$ cat config.mk
export PLATFORM = sky130hd
export DESIGN_NAME = period_meter
export DESIGN_NICKNAME = d
export VERILOG_FILES = /design/src/rtl/period_meter_pkg.sv /design/src/rtl/sync_edge_detect.sv /design/src/rtl/period_meter.sv
export SDC_FILE = /design/constraint.sdc
export NUM_CORES = 1
export LEC_CHECK = 0
export ABC_AREA = 0
export CAP_MARGIN = 25
export CORE_AREA = 10 10 115 117
export CTS_CLUSTER_DIAMETER = 30
export DETAILED_ROUTE_END_ITERATION = 8
export DIE_AREA = 0 0 125 127
export GPL_TIMING_DRIVEN = 0
export PLACE_DENSITY_LB_ADDON = 0.15
export REMOVE_ABC_BUFFERS = 1
export SYNTH_ARGS = -nofsm -noshare
export SYNTH_HDL_FRONTEND = slang
export SYNTH_SLANG_ARGS = --single-unit
$ cat constraint.sdc
create_clock -name clk -period 2.7 [get_ports clk]
set_clock_uncertainty 0.05 [all_clocks]
set_input_delay 0.54 -clock clk [delete_from_list [all_inputs] [get_ports clk]]
set_output_delay 0.54 -clock clk [all_outputs]
set_load 0.005 [all_outputs]
$ cat src/rtl/period_meter_pkg.sv
// Shared definitions for the period meter: FSM state encoding and parameter defaults.
package period_meter_pkg;

  localparam int CNT_W_DEF       = 16;
  localparam int SYNC_STAGES_DEF = 2;

  typedef enum logic [1:0] {
    ST_IDLE    = 2'd0,
    ST_ARM     = 2'd1,
    ST_MEASURE = 2'd2,
    ST_DONE    = 2'd3
  } state_e;

endpackage

$ cat src/rtl/sync_edge_detect.sv
// Multi-flop synchronizer for an asynchronous input followed by a one-flop
// edge detector that emits single-cycle rise/fall pulses.
module sync_edge_detect #(
  parameter int STAGES = 2
) (
  input  logic clk,
  input  logic rst,
  input  logic sig_i,
  output logic rise_o,
  output logic fall_o
);

  logic [STAGES-1:0] sync_q;
  logic              prev_q;

  always_ff @(posedge clk or posedge rst) begin
    if (rst) begin
      sync_q <= '0;
      prev_q <= 1'b0;
    end else begin
      sync_q <= {sync_q[STAGES-2:0], sig_i};
      prev_q <= sync_q[STAGES-1];
    end
  end

  assign rise_o = sync_q[STAGES-1] & ~prev_q;
  assign fall_o = ~sync_q[STAGES-1] & prev_q;

endmodule

$ cat src/rtl/period_meter.sv
// Measures the period and high time of an asynchronous signal in clk cycles,
// one measurement per start request, with saturation on timeout.
module period_meter
  import period_meter_pkg::*;
#(
  parameter int CNT_W       = CNT_W_DEF,
  parameter int SYNC_STAGES = SYNC_STAGES_DEF
) (
  input  logic             clk,
  input  logic             rst,
  input  logic             sig_in,
  input  logic             start,
  output logic             busy,
  output logic             valid,
  output logic [CNT_W-1:0] period,
  output logic [CNT_W-1:0] high_time,
  output logic             overflow,
  output state_e           state_o
);

  localparam logic [CNT_W-1:0] CNT_MAX = '1;
  localparam logic [CNT_W-1:0] CNT_ONE = {{(CNT_W-1){1'b0}}, 1'b1};

  logic rise, fall;

  sync_edge_detect #(.STAGES(SYNC_STAGES)) u_sync (
    .clk    (clk),
    .rst    (rst),
    .sig_i  (sig_in),
    .rise_o (rise),
    .fall_o (fall)
  );

  state_e           state_q, state_d;
  logic [CNT_W-1:0] cnt_q, cnt_d;
  logic [CNT_W-1:0] high_stage_q, high_stage_d;
  logic             seen_fall_q, seen_fall_d;
  logic [CNT_W-1:0] period_q, period_d;
  logic [CNT_W-1:0] high_q, high_d;
  logic             ovf_q, ovf_d;

  always_ff @(posedge clk or posedge rst) begin
    if (rst) begin
      state_q      <= ST_IDLE;
      cnt_q        <= '0;
      high_stage_q <= '0;
      seen_fall_q  <= 1'b0;
      period_q     <= '0;
      high_q       <= '0;
      ovf_q        <= 1'b0;
    end else begin
      state_q      <= state_d;
      cnt_q        <= cnt_d;
      high_stage_q <= high_stage_d;
      seen_fall_q  <= seen_fall_d;
      period_q     <= period_d;
      high_q       <= high_d;
      ovf_q        <= ovf_d;
    end
  end

  // Published results only change on the edge that enters DONE, so they are
  // stable everywhere except at the start of the valid cycle.
  always_comb begin
    state_d      = state_q;
    cnt_d        = cnt_q;
    high_stage_d = high_stage_q;
    seen_fall_d  = seen_fall_q;
    period_d     = period_q;
    high_d       = high_q;
    ovf_d        = ovf_q;
    busy         = 1'b0;
    valid        = 1'b0;

    unique case (state_q)
      ST_IDLE: begin
        if (start) begin
          state_d      = ST_ARM;
          cnt_d        = '0;
          high_stage_d = '0;
          seen_fall_d  = 1'b0;
        end
      end
      ST_ARM: begin
        busy = 1'b1;
        if (cnt_q == CNT_MAX) begin
          ovf_d    = 1'b1;
          period_d = CNT_MAX;
          high_d   = CNT_MAX;
          state_d  = ST_DONE;
        end else if (rise) begin
          cnt_d   = CNT_ONE;
          state_d = ST_MEASURE;
        end else begin
          cnt_d = cnt_q + CNT_ONE;
        end
      end
      ST_MEASURE: begin
        busy = 1'b1;
        if (cnt_q == CNT_MAX) begin
          ovf_d    = 1'b1;
          period_d = CNT_MAX;
          high_d   = CNT_MAX;
          state_d  = ST_DONE;
        end else begin
          cnt_d = cnt_q + CNT_ONE;
          if (fall) begin
            high_stage_d = cnt_q;
            seen_fall_d  = 1'b1;
          end
          if (rise) begin
            period_d = cnt_q;
            high_d   = seen_fall_q ? high_stage_q : cnt_q;
            ovf_d    = 1'b0;
            state_d  = ST_DONE;
          end
        end
      end
      ST_DONE: begin
        valid   = 1'b1;
        state_d = ST_IDLE;
      end
      default: state_d = ST_IDLE;
    endcase
  end

  assign period    = period_q;
  assign high_time = high_q;
  assign overflow  = ovf_q;
  assign state_o   = state_q;

endmodule

# After elaboration in Yosys (flattened, before gate mapping)
# Cells that the tools add are included.
[op_classes]
n_bitwise = 4
n_addsub = 1
n_eq_ne = 11
mux = 32
n_reduce_logical = 9
[op_table]
columns = ["operator", "count"]
rows = [
  ["16-bit two-way mux", 12],
  ["16-bit one-hot mux with 2 select lines", 3],
  ["16-bit one-hot mux with 3 select lines", 1],
  ["16-bit by 1-bit adder with 16-bit output (second input constant)", 1],
  ["16-bit == test (second input constant)", 1],
  ["2-bit two-way mux", 5],
  ["2-bit != test (second input constant)", 5],
  ["1-bit two-way mux", 8],
  ["2-bit one-hot mux with 4 select lines", 1],
  ["4-bit AND reduction", 2],
  ["3-bit != test (second input constant)", 2],
  ["3-bit AND reduction", 2],
  ["2-bit == test (second input constant)", 2],
  ["1-bit one-hot mux with 2 select lines", 2],
  ["2-bit nonzero test", 2],
  ["3-bit nonzero test", 1],
  ["1-bit bitwise AND", 2],
  ["2-bit by 1-bit == test with 1-bit output (second input constant)", 1],
  ["2-bit zero test", 1],
  ["1-bit NOT", 2],
  ["2-bit OR reduction", 1],
]
[totals]
inputBits = 4
register_bits = 71
wordCells = 66

# Logic depth before layout (Yosys ltp)
# Gate-level depths: netlist (run 1).
[logic_depth]
word_depth = 5
ltp_mapped = 8
mapped_depth_nobuf = 6

# Cells and area by module
# Synthesis (run 1) repeated with hierarchy kept, for this count alone.
[hier_totals]
cells_unflattened = 326
hier_area_um2 = 3570.9
[by_module_without_submodules]
columns = ["mod", "cells_per_inst", "area_each_um2", "instances"]
rows = [
  ["period_meter", 320, 3477.1, 1],
  ["sync_edge_detect", 6, 93.8, 1],
]

# Worst setup path after synthesis (run 1)
# Ideal clock, no wire load.
[synth_path]
path_type = "register -> register"
start = "register cnt_q[0]"
end = "register high_stage_q[10]"
synth_period_minus_slack_ps = 2071
stages_incl_launch_ff = 9
path_slack_ps = 629
required_ps = 2564
setup_time_ps = 86
arrival_time_ps = 1936
cell_sequence = "dfrtp_1 ha_1 nand3_2 or4_4 buf_6 nor2b_4 buf_6 buf_8 o221ai_2"
[synth_between]
elab_chain_cells = 3
[synth_rtl]
columns = ["item", "line", "rtl"]
rows = [
  ["from (decl)", "period_meter.sv:35", "logic [CNT_W-1:0] cnt_q, cnt_d;"],
  ["from (signal assigned)", "period_meter.sv:53", "cnt_q <= cnt_d;"],
  ["16-bit == test", "period_meter.sv:100", "if (cnt_q == CNT_MAX) begin"],
  ["2-bit != test (no source line)", "-", ""],
  ["4-bit AND reduction (no source line)", "-", ""],
  ["to (signal assigned)", "period_meter.sv:54", "high_stage_q <= high_stage_d;"],
  ["to (decl)", "period_meter.sv:36", "logic [CNT_W-1:0] high_stage_q, high_stage_d;"],
]
# Every way passes these cells.
# A chain may end at the register's enable or synchronous reset.

# Final worst setup path (run 1)
[layout_path]
start = "register cnt_q[0]"
end = "register high_q[12] (netlist: high_time[12])"
[layout_between]
elab_chain_cells = 3
[layout_rtl]
columns = ["item", "line", "rtl"]
rows = [
  ["16-bit == test (*)", "period_meter.sv:86, period_meter.sv:100", ""],
  ["3-bit != test (no source line), or another cell as far along", "-", ""],
  ["3-bit AND reduction (no source line) or 16-bit one-hot mux with 2 select lines (tied branches)", "-", ""],
  ["to (signal assigned)", "period_meter.sv:57", "high_q <= high_d;"],
  ["to (decl)", "period_meter.sv:39", "logic [CNT_W-1:0] high_q, high_d;"],
]
# Mark *: on every way between the ends. The rest lies on a longest branch, timed or not.

==> results_dict.tcl, run 1 <==
set metrics [dict create \
    outcome "finished, final reports clean" \
    critPathKind "reg2reg" \
    die_area_sq_um 15900 \
    start_util 0.340 \
    path_delay_family "simple AND/OR/NAND/NOR gates" \
    synth.avg_cell_area_sq_um 10.4 \
    core-area_sq_um 11100 \
    max_cap_violations 0 \
    antenna_found_initial 0 \
    dieHeight_microns 127 \
    layout_common_cells "dfrtp_1, nand2_1, clkdlybuf4s50_1, mux2_2, nand2b_1" \
    netlist.top_cell.by_area "dfrtp_1" \
    root_buffer "clkbuf_16" \
    crit_path_max_fanout 16 \
    via_count 2958 \
    min_path_cells 0 \
    die_w_microns 125 \
    cp-start-kind "flip-flop" \
    cts.hold.buffers_added 0 \
    drc_errors 0 \
    worstPathArrival_ns 2.69 \
    netlist.area_leader.share 0.470 \
    hold_ws_ns 0.301 \
    drive_above_1_share 0.192 \
    slew_violations 0 \
    drt-total-wl_mm 9.49 \
    synth_ff_type "dfrtp_1" \
    cts_buffer_depth 2 \
    worstReg2RegStart "cnt_q[0]" \
    drt_iter0_drc 223 \
    cpMaxStageDelayCell "dfrtp_1" \
    syn_area_sq_um 3780 \
    synthArstFlopShare 1.00 \
    hpwl_mm 6.32 \
    finalHoldViolations 0 \
    post_drt_wl_per_cell_microns 17.4 \
    period_share 0.933 \
    cp_cell_sequence "ha_1 > and4_1 > nand4bb_2 > a21oi_4 > buf_16 > mux2_2" \
    cp.buffers_inverters 1 \
    syn_inst 364 \
    fin_area_sq_um 4760 \
    yosysSeqAreaShare 0.470 \
    post_dp_cell_area_sq_um 4380 \
    grt_max_degree 61 \
    synth_cell_types 46 \
    top_layer "met4" \
    synth_seq_cells 71 \
    layout.nets 406 \
    io_pins 41 \
    reg2reg_slack_ns 0.18 \
    slew_headroom 0.568 \
    grt_pass1_vias 2932 \
    wl_met1_mm 4.43 \
    area_delta_synth_final_pct 25.9 \
    antenna_cells 0 \
    grt_util_all_layers 0.119 \
    rr_worst_depth 6 \
    rows 39 \
    viasPerCell 5.43 \
    cp.required_ns 2.87 \
    place.gp.congestion 0.799 \
    clkTransAtPathRegs_ns 0.06 \
    r2r_end "high_time[12]" \
    cellLeakagePower_nw 1.76 \
    grt-ovfl-total 0 \
    hold_start "u_sync.sync_q[0]" \
    ant_nets 0 \
    cts.sinks 71 \
    powerDensity_nw_per_um2 1070 \
    numCtsBuffers 9 \
    tightestPinTransition_ns 0.636 \
    htreeDepth 3 \
    yosysWarningCount 0 \
    max_freq_mhz 397 \
    grt_first_pass_wirelength_mm 15.7 \
    finalNonFillerCells 545 \
    dp_cells 526 \
    cts_tree "done" \
    io_buffers 40 \
    min_to "u_sync.sync_q[1]" \
    synth-edff-count 0 \
    rsz0062_at_grt "false" \
    peakVddDrop_v 0.000533 \
    met3_length_microns 378 \
    cpPeakStageDelay_ns 0.50 \
    wl_met2_mm 4.49 \
    synthTopCellsByArea "dfrtp_1, mux2_2, nand2_1, o221ai_2, o2111ai_1" \
    endpoint_kind "flip-flop" \
    setup_violations 0 \
    min_path_type "reg2reg" \
    worstSkewPairLatency_ns 0.33 \
    period_minus_slack_ns 2.52 \
    final_common_cell "dfrtp_1" \
    dr.pass1.iters 4 \
]
cells in the mapped netlist, types with 2 or more instances:
| master | n |
|---|---|
| mux2_2 | 30 |
| nand4_1 | 11 |
| nor2_1 | 9 |
| buf_6 | 2 |
| a31oi_1 | 9 |
| nor4_1 | 5 |
| clkbuf_1 | 17 |
| o221ai_2 | 10 |
| inv_1 | 15 |
| a21oi_1 | 7 |
| nor3_1 | 4 |
| and4_1 | 2 |
| buf_4 | 3 |
| nand3_1 | 14 |
| a41oi_1 | 11 |
| nand2_1 | 59 |
| dfrtp_1 | 71 |
| mux2_1 | 3 |
| mux2i_1 | 8 |
| nand4bb_1 | 2 |
| o21ai_0 | 4 |
| ha_1 | 5 |
| o211ai_1 | 8 |
| buf_2 | 5 |
| nand2b_1 | 15 |
| o221ai_1 | 2 |
| nor2b_1 | 2 |
| o2111ai_1 | 12 |
| and3_1 | 2 |
kinds of logic after synthesis:
logic type	count (synthesis)	share of synthesized area
AND/OR/NAND/NOR	132	0.179
adder cells (fa/ha/maj)	5	0.0165
multiplexers	41	0.119
flip-flops	71	0.470
buffers and inverters	44	0.0552
AO/OA/AOI/OAI	71	0.161
registers in the layout, summed over array words and instances (netlist names):
signal         flops
u_sync.prev_q      1
overflow           1
period            16
seen_fall_q        1
u_sync.sync_q      2
cnt_q             16
state_o            2
high_stage_q      16
high_time         16
worst reg2reg max path, delay by kind of cell (launching register included):
| kind | cells | cell delay [ns] |
|---|---|---|
| buffers and inverters | 1 | 0.19 |
| AND/OR/NAND/NOR | 2 | 0.66 |
| adder cells (fa/ha/maj) | 1 | 0.30 |
| flip-flops | 1 | 0.50 |
| AO/OA/AOI/OAI | 1 | 0.36 |
| multiplexers | 1 | 0.36 |
power breakdown:
group          switching [W]  total, W  internal (W)
clock               0.000441   0.00121      0.000768
combinational        0.00107   0.00225       0.00118
sequential          0.000238   0.00164       0.00140
layer usage:
metal | track usage | up-vias
met2 | 0.190 | 53
met4 | 0.0589 | 0
met5 | 0 | -
li1 | - | 1421
met3 | 0.0240 | 11
met1 | 0.151 | 1473
through the flow:
| step | setup WS [ns] | utilization | TNS, ns | total power [W] |
|---|---|---|---|---|
| floorplan | -0.905 | - | -39.38 | 0.00276 |
| global placement | -2.89 | 0.378 | -200.52 | 0.00363 |
| detailed placement | -1.03 | 0.393 | -21.36 | 0.00385 |
| CTS | 0.0560 | 0.426 | 0 | 0.00513 |
| global route | 0.0401 | 0.428 | 0 | 0.00543 |
| finish | 0.180 | 0.428 | 0 | 0.00509 |
repair_timing:
action	in CTS	in global routing
endpoints found under the setup margin	58	23
buffers inserted	1	1
pin swaps	1	0
gates resized for setup	6	1
how the worst max path moves through the flow:
stage	start	endpoint	slack, ns	cells past startpoint
2_1_floorplan	state_o[0]	high_stage_q[14]	-0.91	6
3_3_place_gp	state_o[0]	high_stage_q[14]	-2.89	6
3_5_place_dp	state_o[0]	high_stage_q[14]	-1.03	8
4_1_cts	state_o[0]	cnt_q[2]	0.06	8
5_1_grt	state_o[0]	high_stage_q[14]	0.04	8
6_report	cnt_q[0]	high_time[12]	0.18	6
layout make-up:
cell class              instances  area (sq um)
clock buffers                  14           264
flip-flops and latches         71          1780
multi-input cells             249          1850
clock inverters                 2          38.8
well taps                     143           179
repair buffers                 51           593
inverters                      15          58.8
fillers                      1094          6360
Note: power is estimated with default switching activity, not from simulation.
==> run 2: changes to the inputs <==
--- a/config.mk
+++ b/config.mk
@@ -9,6 +9,7 @@
 export CAP_MARGIN = 25
 export CORE_AREA = 10 10 115 117
 export CTS_CLUSTER_DIAMETER = 30
+export CTS_CLUSTER_SIZE = 14
 export DETAILED_ROUTE_END_ITERATION = 8
 export DIE_AREA = 0 0 125 127
 export GPL_TIMING_DRIVEN = 0
==> results of run 2 <==
The final DEF is identical to that of run 1; final timing and power are the same.
